**src/rtl/vga_tile_display_if.sv**
```systemverilog
// vga_tile_display_if: bundles the tile-map read port and the VGA DAC outputs.
//   vaddr        tile map read address (display -> memory)
//   vdata        tile byte, RD_LAT clocks after vaddr (memory -> display)
//   VGA_R/G/B    pixel colour, VGA_BITS per channel
//   VGA_HS_O/VS_O sync outputs
//   frame_start  one-clock pulse on the first active pixel of a frame
// master: the display controller. slave: memory / DAC side.
interface vga_tile_display_if #(
   parameter int ADDR_W   = 9,
   parameter int VGA_BITS = 8
);
   logic [ADDR_W-1:0]   vaddr;
   logic [7:0]          vdata;
   logic [VGA_BITS-1:0] VGA_R, VGA_G, VGA_B;
   logic                VGA_HS_O, VGA_VS_O, frame_start;

   modport master (output vaddr, VGA_R, VGA_G, VGA_B, VGA_HS_O, VGA_VS_O, frame_start,
                   input  vdata);
   modport slave  (input  vaddr, VGA_R, VGA_G, VGA_B, VGA_HS_O, VGA_VS_O, frame_start,
                   output vdata);
endinterface

```
**src/rtl/vga_tile_display.sv**
```systemverilog
// vga_tile_display: programmable-timing VGA controller that scans a tile map in
// memory and expands each tile byte to RGB (grayscale or RGB332).
// Ports:
//   clk    pixel clock
//   reset  asynchronous, active-high
//   vif    vga_tile_display_if.master (vaddr/vdata memory port, VGA outputs)
// Every output (colour, syncs, frame_start) lags the counters by RD_LAT+2
// clocks; vaddr lags by 1 clock.
// Optional: define VGA_GRID_EN to draw mid-gray grid lines on tile edges.
module vga_tile_display #(
   parameter int VGA_BITS   = 8,
   parameter int H_ACTIVE   = 640,
   parameter int H_FP       = 16,
   parameter int H_SYNC     = 96,
   parameter int H_BP       = 48,
   parameter int V_ACTIVE   = 480,
   parameter int V_FP       = 10,
   parameter int V_SYNC     = 2,
   parameter int V_BP       = 33,
   parameter int SYNC_POL   = 0,
   parameter int TILE_SHIFT = 5,
   parameter int GRID_W     = 20,
   parameter int GRID_H     = 15,
   parameter int BASE_ADDR  = 212,
   parameter int ADDR_W     = 9,
   parameter int RD_LAT     = 1,
   parameter int COLOR_MODE = 0
) (
   input logic                clk,
   input logic                reset,
   vga_tile_display_if.master vif
);
   localparam int H_TOTAL = H_ACTIVE + H_FP + H_SYNC + H_BP;
   localparam int V_TOTAL = V_ACTIVE + V_FP + V_SYNC + V_BP;
   localparam int HW = $clog2(H_TOTAL);
   localparam int VW = $clog2(V_TOTAL);
   localparam logic POL = (SYNC_POL != 0);
   localparam logic [ADDR_W-1:0] BASE = ADDR_W'(BASE_ADDR);
   localparam logic [31:0] TMASK = (32'd1 << TILE_SHIFT) - 32'd1;

   typedef struct packed {
      logic de;
      logic hs;
      logic vs;
      logic ing;
`ifdef VGA_GRID_EN
      logic grid;
`endif
      logic frm;
   } ctl_t;

   // ---- stage 0: counters ----
   logic [HW-1:0] hcnt;
   logic [VW-1:0] vcnt;

   always_ff @(posedge clk or posedge reset)
      if (reset) begin
         hcnt <= '0;
         vcnt <= '0;
      end else if (hcnt == HW'(H_TOTAL-1)) begin
         hcnt <= '0;
         vcnt <= (vcnt == VW'(V_TOTAL-1)) ? '0 : vcnt + 1'b1;
      end else begin
         hcnt <= hcnt + 1'b1;
      end

   logic [31:0] h32, v32, col, row;
   logic        in_grid0;
   assign h32 = 32'(hcnt);
   assign v32 = 32'(vcnt);
   assign col = h32 >> TILE_SHIFT;
   assign row = v32 >> TILE_SHIFT;
   assign in_grid0 = (col < 32'(GRID_W)) && (row < 32'(GRID_H));

   // row*GRID_W as a sum of shifted copies over the set bits of the constant,
   // so no multiplier is inferred. Truncation to ADDR_W gives the wrap-around.
   logic [ADDR_W-1:0] row_mul, addr0;
   always_comb begin
      row_mul = '0;
      for (int i = 0; i < 31; i++)
         if (GRID_W[i]) row_mul = row_mul + ADDR_W'(row << i);
   end
   assign addr0 = in_grid0 ? BASE + ADDR_W'(col) + row_mul : BASE;

   ctl_t ctl0;
   always_comb begin
      ctl0      = '0;
      ctl0.de   = (h32 < 32'(H_ACTIVE)) && (v32 < 32'(V_ACTIVE));
      ctl0.hs   = (h32 >= 32'(H_ACTIVE + H_FP)) && (h32 < 32'(H_ACTIVE + H_FP + H_SYNC));
      ctl0.vs   = (v32 >= 32'(V_ACTIVE + V_FP)) && (v32 < 32'(V_ACTIVE + V_FP + V_SYNC));
      ctl0.ing  = in_grid0;
`ifdef VGA_GRID_EN
      ctl0.grid = in_grid0 && (((h32 & TMASK) == 32'd0) || ((v32 & TMASK) == 32'd0));
`endif
      ctl0.frm  = (hcnt == '0) && (vcnt == '0);
   end

   // ---- stage 1: address register + control delay line ----
   // ctl_pipe[RD_LAT] lines up with vdata returned for the same counter value.
   ctl_t [RD_LAT:0] ctl_pipe;

   always_ff @(posedge clk or posedge reset)
      if (reset) begin
         vif.vaddr <= BASE;
         ctl_pipe  <= '0;
      end else begin
         vif.vaddr <= addr0;
         ctl_pipe  <= {ctl_pipe[RD_LAT-1:0], ctl0};
      end

   // ---- output stage: colour expansion ----
   function automatic logic [VGA_BITS-1:0] rep3(input logic [2:0] v);
      logic [VGA_BITS-1:0] r;
      for (int i = 0; i < VGA_BITS; i++) r[VGA_BITS-1-i] = v[2 - (i % 3)];
      return r;
   endfunction

   function automatic logic [VGA_BITS-1:0] rep2(input logic [1:0] v);
      logic [VGA_BITS-1:0] r;
      for (int i = 0; i < VGA_BITS; i++) r[VGA_BITS-1-i] = v[1 - (i % 2)];
      return r;
   endfunction

   ctl_t cd;
   logic [VGA_BITS-1:0] r_n, g_n, b_n, gray;
   assign cd   = ctl_pipe[RD_LAT];
   assign gray = VGA_BITS'({vif.vdata[3:0], {VGA_BITS{1'b0}}} >> 4);

   always_comb begin
      r_n = '0;
      g_n = '0;
      b_n = '0;
      if (cd.de && cd.ing) begin
         if (COLOR_MODE == 1) begin
            r_n = rep3(vif.vdata[7:5]);
            g_n = rep3(vif.vdata[4:2]);
            b_n = rep2(vif.vdata[1:0]);
         end else begin
            r_n = gray;
            g_n = gray;
            b_n = gray;
         end
`ifdef VGA_GRID_EN
         if (cd.grid) begin
            r_n = VGA_BITS'(1) << (VGA_BITS-1);
            g_n = VGA_BITS'(1) << (VGA_BITS-1);
            b_n = VGA_BITS'(1) << (VGA_BITS-1);
         end
`endif
      end
   end

   always_ff @(posedge clk or posedge reset)
      if (reset) begin
         vif.VGA_R       <= '0;
         vif.VGA_G       <= '0;
         vif.VGA_B       <= '0;
         vif.VGA_HS_O    <= ~POL;
         vif.VGA_VS_O    <= ~POL;
         vif.frame_start <= 1'b0;
      end else begin
         vif.VGA_R       <= r_n;
         vif.VGA_G       <= g_n;
         vif.VGA_B       <= b_n;
         vif.VGA_HS_O    <= cd.hs ~^ POL;
         vif.VGA_VS_O    <= cd.vs ~^ POL;
         vif.frame_start <= cd.frm;
      end
endmodule

```
**src/flat_wrapper.sv**
```systemverilog
// flat-port wrapper written by rule: the top's interface ports become plain ports
module vga_tile_display_flat 
#(
   parameter int VGA_BITS   = 8,
   parameter int H_ACTIVE   = 640,
   parameter int H_FP       = 16,
   parameter int H_SYNC     = 96,
   parameter int H_BP       = 48,
   parameter int V_ACTIVE   = 480,
   parameter int V_FP       = 10,
   parameter int V_SYNC     = 2,
   parameter int V_BP       = 33,
   parameter int SYNC_POL   = 0,
   parameter int TILE_SHIFT = 5,
   parameter int GRID_W     = 20,
   parameter int GRID_H     = 15,
   parameter int BASE_ADDR  = 212,
   parameter int ADDR_W     = 9,
   parameter int RD_LAT     = 1,
   parameter int COLOR_MODE = 0
)
  (clk, reset, vif_vaddr, vif_VGA_R, vif_VGA_G, vif_VGA_B, vif_VGA_HS_O, vif_VGA_VS_O, vif_frame_start, vif_vdata);
  vga_tile_display_if #(.ADDR_W(ADDR_W), .VGA_BITS(VGA_BITS)) vif_i ();
  input logic clk;
  input logic reset;
  output wire logic [$bits(vif_i.vaddr)-1:0] vif_vaddr;
  output wire logic [$bits(vif_i.VGA_R)-1:0] vif_VGA_R;
  output wire logic [$bits(vif_i.VGA_G)-1:0] vif_VGA_G;
  output wire logic [$bits(vif_i.VGA_B)-1:0] vif_VGA_B;
  output wire logic [$bits(vif_i.VGA_HS_O)-1:0] vif_VGA_HS_O;
  output wire logic [$bits(vif_i.VGA_VS_O)-1:0] vif_VGA_VS_O;
  output wire logic [$bits(vif_i.frame_start)-1:0] vif_frame_start;
  input wire logic [$bits(vif_i.vdata)-1:0] vif_vdata;
  assign vif_vaddr = vif_i.vaddr;
  assign vif_VGA_R = vif_i.VGA_R;
  assign vif_VGA_G = vif_i.VGA_G;
  assign vif_VGA_B = vif_i.VGA_B;
  assign vif_VGA_HS_O = vif_i.VGA_HS_O;
  assign vif_VGA_VS_O = vif_i.VGA_VS_O;
  assign vif_frame_start = vif_i.frame_start;
  assign vif_i.vdata = vif_vdata;
  vga_tile_display #(.VGA_BITS(VGA_BITS), .H_ACTIVE(H_ACTIVE), .H_FP(H_FP), .H_SYNC(H_SYNC), .H_BP(H_BP), .V_ACTIVE(V_ACTIVE), .V_FP(V_FP), .V_SYNC(V_SYNC), .V_BP(V_BP), .SYNC_POL(SYNC_POL), .TILE_SHIFT(TILE_SHIFT), .GRID_W(GRID_W), .GRID_H(GRID_H), .BASE_ADDR(BASE_ADDR), .ADDR_W(ADDR_W), .RD_LAT(RD_LAT), .COLOR_MODE(COLOR_MODE)) u_core (.clk(clk), .reset(reset), .vif(vif_i));
endmodule
```
**config.mk**
```make
export PLATFORM = sky130hd
export DESIGN_NAME = vga_tile_display_flat
export DESIGN_NICKNAME = d
export VERILOG_FILES = /design/src/rtl/vga_tile_display_if.sv /design/src/rtl/vga_tile_display.sv /design/src/flat_wrapper.sv
export SDC_FILE = /design/constraint.sdc
export NUM_CORES = 1
export LEC_CHECK = 0
export ABC_AREA = 1
export BUFFER_PORTS_ARGS = -buffer_cell sky130_fd_sc_hd__buf_2
export CAP_MARGIN = 15
export CORE_ASPECT_RATIO = 1.25
export CORE_MARGIN = 4
export CORE_UTILIZATION = 50
export CTS_CLUSTER_DIAMETER = 40
export DETAILED_ROUTE_END_ITERATION = 8
export MAX_ROUTING_LAYER = met4
export PLACE_DENSITY = 0.76
export SYNTH_ARGS = -nofsm -noshare
export SYNTH_HDL_FRONTEND = slang
export SYNTH_SLANG_ARGS = --single-unit
export TNS_END_PERCENT = 20
```
**constraint.sdc**
```tcl
create_clock -name clk -period 2.4 [get_ports clk]
set_input_delay 0.6 -clock clk [delete_from_list [all_inputs] [get_ports clk]]
set_output_delay 0.6 -clock clk [all_outputs]
set_load 0.05 [all_outputs]
```
# == Yosys cells after proc, flatten, opt, wreduce, memory -nomap -nowiden ==
# Index checks and enable logic that the tools add are counted.
# classes
eq_ne,2
add_sub_neg,5
reduce_logical,8
n_lt_le_gt_ge,8
bitwise_logic,2
mux,4
# ops
cell,n
"10-bit by 1-bit adder with 10-bit output, second input constant",2
"10-bit == test, second input constant",2
10-bit logical NOT,2
"10-bit less-than comparator, second input constant",2
"10-bit by 9-bit less-than comparator with 1-bit output, second input constant",2
10-bit 2-to-1 mux,2
"10-bit greater-or-equal comparator, second input constant",1
"10-bit by 9-bit greater-or-equal comparator with 1-bit output, second input constant",1
7-bit by 9-bit adder with 9-bit output,1
"8-bit by 5-bit adder with 9-bit output, first input constant",1
9-bit adder,1
9-bit 2-to-1 mux,1
8-bit 2-to-1 mux,1
1-bit logical AND,6
"5-bit by 4-bit less-than comparator with 1-bit output, second input constant",1
"5-bit less-than comparator, second input constant",1
1-bit NOT,2
# word_totals
regBits,50
output_inout_bits,36
elab_cells,46

# == Depth between registers and ports, before layout ==
# logic_depth
ltp_word,3
mapped_depth,11
mapped_depth_nobuf,11

# == Worst setup path after synthesis ==
# No wires, ideal clock.
# synth_path
path_type,register -> register
startpoint,reg u_core.vcnt[5]
endpoint,reg u_core.vif.vaddr[8]
t_arrival_ns,2.219
stages_incl_launch_ff,11
t_required_ns,2.272
setup_slack_ns,0.053
synth_period_minus_slack_ns,2.347
setup_time_ns,0.128
path_cell_list,dfrtp_1 > inv_1 > ha_1 > fa_1 > inv_1 > ha_1 > fa_1 > nand3_1 > nand2_1 > xor2_1 > nor2_1
# synth_between
elab_chain_cells,3
elab_cells_between_ends,5
# synth_rtl
item,line,source
from (decl),vga_tile_display.sv:54,logic [VW-1:0] vcnt;
from (signal assigned),vga_tile_display.sv:62,vcnt <= (vcnt == VW'(V_TOTAL-1)) ? '0 : vcnt + 1'b1;
7-bit by 9-bit adder with 9-bit output / 5-bit by 4-bit less-than comparator with 1-bit output (equally long branches),"vga_tile_display.sv:81, vga_tile_display.sv:73",
9-bit adder / 1-bit logical AND (equally long branches),"vga_tile_display.sv:83, vga_tile_display.sv:73",
9-bit 2-to-1 mux *,vga_tile_display.sv:83,assign addr0 = in_grid0 ? BASE + ADDR_W'(col) + row_mul : BASE;
named net u_core.addr0[8],vga_tile_display.sv:77,"logic [ADDR_W-1:0] row_mul, addr0;"
to (signal assigned),vga_tile_display.sv:107,vif.vaddr <= addr0;
to (decl),vga_tile_display_if.sv:17,"modport master (output vaddr, VGA_R, VGA_G, VGA_B, VGA_HS_O, VGA_VS_O, frame_start,"
# Mark *: on every way through the listed nets, which the timed path passes. The rest lies on a longest branch.
# A chain may end at the register's enable or synchronous reset.

# == Final worst setup path ==
# Same ends and word-level chain as after synthesis.

==> results.json <==
{
  "setup_viol": 0,
  "rsz0062_at_grt": "false",
  "fmaxAchievable_ghz": 0.4428,
  "start_util_pct": 52.87,
  "synthTopCellsByCount": "inv_1 (51), nand2_1 (44), dfrtp_1 (38)",
  "overflow": 0,
  "post-route-period-util_pct": 94.10,
  "cp-start-kind": "flop",
  "post-route-min-period_ps": 2258,
  "coreArea_um2": 4527,
  "status": "finished, final reports clean",
  "cts_root_buf": "clkbuf_8",
  "path_class": "reg -> reg",
  "wl_per_cell_um": 10.79,
  "cts.reportedPaths.clkPinSlew_ps": 80,
  "cts_sinks": 44,
  "synth_edf_count": 0,
  "synthCells": 266,
  "crit_path_cell_trace": "inv_2 -> ha_4 -> fa_1 -> inv_1 -> ha_2 -> fa_2 -> nand3_1 -> nand2_1 -> xor2_1 -> nor2_1",
  "cts.hold.buffers_added": 0,
  "stdcell_count": 357,
  "slew_violations": 0,
  "crit_family": "adder cells",
  "crit_path_top_delay_cell": "fa_1",
  "cts_buffer_depth": 2,
  "cp.buffers_inverters": 2,
  "grt_pass1_vias": 1564,
  "fin_skew_ps": 2.583,
  "numCtsBuffers": 5,
  "p_per_area_nw_per_um2": 539.1,
  "cp-end-kind": "flop",
  "drive_gt1_share_pct": 22.41,
  "insertion_delay_ps": 290,
  "setup-tns-final_ps": 0,
  "cp_max_fo": 3,
  "cap_viol_max_count": 0,
  "avgSynthCellArea_um2": 8.998,
  "grt_usage_pct": 14.00,
  "htreeDepth": 2,
  "cts_tree": "built",
  "yosysTopAreaCell": "dfrtp_1",
  "grt_antenna_before_repair": 0,
  "hold_viol_final": 0,
  "place.gp.congestion": 0.8588,
  "yosysMostFrequentCell": "inv_1",
  "grt_pass1_wl_um": 6603,
  "die_x_um": 69.89,
  "critPathArrivalTime_ps": 2430,
  "io_pins": 46,
  "netlist_area_um2": 2394,
  "vias": 1654,
  "vias_per_cell": 4.633,
  "die_h_um": 85.36,
  "first_pass_iters": 4,
  "relSlewSlack_pct": 64.53,
  "grt_max_degree": 45,
  "wirelength_um": 3853,
  "syn_to_final_growth_pct": 11.87,
  "cp_data_required_time_ps": 2570,
  "ys_ff_latch": 44,
  "drc": 0,
  "synth_top_area_share_pct": 39.73,
  "rows": 27,
  "nNetsFinal": 330,
  "initialDrtViolationCount": 74,
  "yosys_warnings": 0,
  "seq_area_frac_synth_pct": 46.31,
  "synthFlopType": "dfrtp_1",
  "worst_pin_slew_ps": 532.1,
  "dp_cells": 348,
  "synth.distinct_cells": 28,
  "slowest_delay_ps": 510,
  "vdd_ir_drop_max_v": 0.0002939,
  "num_antenna_cells": 0,
  "die_area_um2": 5965,
  "dp_hpwl_um": 2892,
  "port-buffer-count": 29,
  "power_leakage_nw": 1.430,
  "worstHoldPathType": "reg -> reg",
  "synth-async-reset-ratio_pct": 100.0,
  "drtAntennaViolNets": 0,
  "yosys-top-cells-area": "dfrtp_1 (40%), ha_1 (10%), inv_1 (8.0%)"
}
kinds of logic after synthesis:
| family | Yosys count | share of synthesized area (%) |
|---|---|---|
| adders and majority gates | 22 | 12.13 |
| other | 1 | 0.1567 |
| buffers and inverters | 74 | 15.11 |
| xor gates and xnor gates | 10 | 3.659 |
| AOI/OAI and AO/OA | 16 | 3.921 |
| and+or+nand+nor | 99 | 18.71 |
| DFF | 44 | 46.31 |
flip-flops by register name, summed over array words and instances (netlist names):
register                count
u_core.vif.VGA_VS_O         1
u_core.hcnt                10
u_core.cd                   4
u_core.vif.vaddr            9
u_core.ctl_pipe             4
u_core.vcnt                10
u_core.vif.frame_start      1
u_core.vif.VGA_R            4
u_core.vif.VGA_HS_O         1
per-layer routing:
metal / routed length, µm / track usage [%] / vias to the layer above
met4: 76 / 5.575 / 0
li1: - / - / 846
met2: 1948 / 24.33 / 47
met1: 1591 / 15.40 / 754
met5: 0 / - / -
met3: 236 / 3.318 / 7
placed cells by master, fill, tap and decap left out, types with 2 or more instances in the layout:
cell type,instances
inv_2,3
ha_1,18
conb_1,12
a21oi_2,2
o21ai_0,6
nand4_1,7
nor2_1,22
or2_2,2
a21oi_1,6
buf_4,7
nand3_1,15
nand2_1,44
xor2_1,9
nand2_2,2
nor2_4,2
clkbuf_8,6
dfrtp_1,38
nor2_2,2
buf_2,29
dfstp_2,6
inv_1,48
power by group:
part	total (W)	switching (W)	internal, W
sequential	0.000746	0.00000173	0.000745
clock	0.000587	0.000246	0.000340
combinational	0.000111	0.0000984	0.0000122
total	0.00144	0.000346	0.00110
area by class of cell:
cell class / instances / area (µm²)
fillers: 379 / 1849
clock buffers: 6 / 82.58
repair buffers: 36 / 197.7
inverters: 52 / 195.2
flip-flops and latches: 44 / 1109
clock inverters: 2 / 38.79
multi-input cells: 159 / 982.2
well taps: 58 / 72.57
stage by stage:
stage / setup WS [ps] / power (W) / hold WS, ps / area (µm²) / utilization [%]
2_1_floorplan: 52.91 / 0.0008783 / 331.2 / 2435 / -
3_3_place_gp: 73.60 / 0.0008720 / 332.2 / 2531 / 55.91
3_5_place_dp: 6.732 / 0.0008722 / 335.5 / 2531 / 55.91
4_1_cts: 33.02 / 0.001461 / 355.1 / 2655 / 58.65
5_1_grt: 13.30 / 0.001492 / 365.9 / 2678 / 59.15
6_report: 141.6 / 0.001443 / 352.5 / 2678 / 59.15
what timing repair did:
action,4_1_cts,5_1_grt
setup endpoints to repair,1,1
buffers inserted,0,1
resized for setup,1,4
path summary, 6_finish.rpt:
path	from	cells past startpoint	slack, ps	to
max	u_core.vcnt[5]	10	140	u_core.vif.vaddr[8]
min	u_core.cd[0]	0	350	u_core.vif.frame_start
max reg2reg	u_core.vcnt[5]	10	140	u_core.vif.vaddr[8]
min reg2reg	u_core.cd[0]	0	350	u_core.vif.frame_start
max in group asynchronous	reset	3	1600	u_core.vif.vaddr[4]
min in group asynchronous	reset	3	420	u_core.cd[3]
No activity file was read; power rests on OpenSTA's default activity.
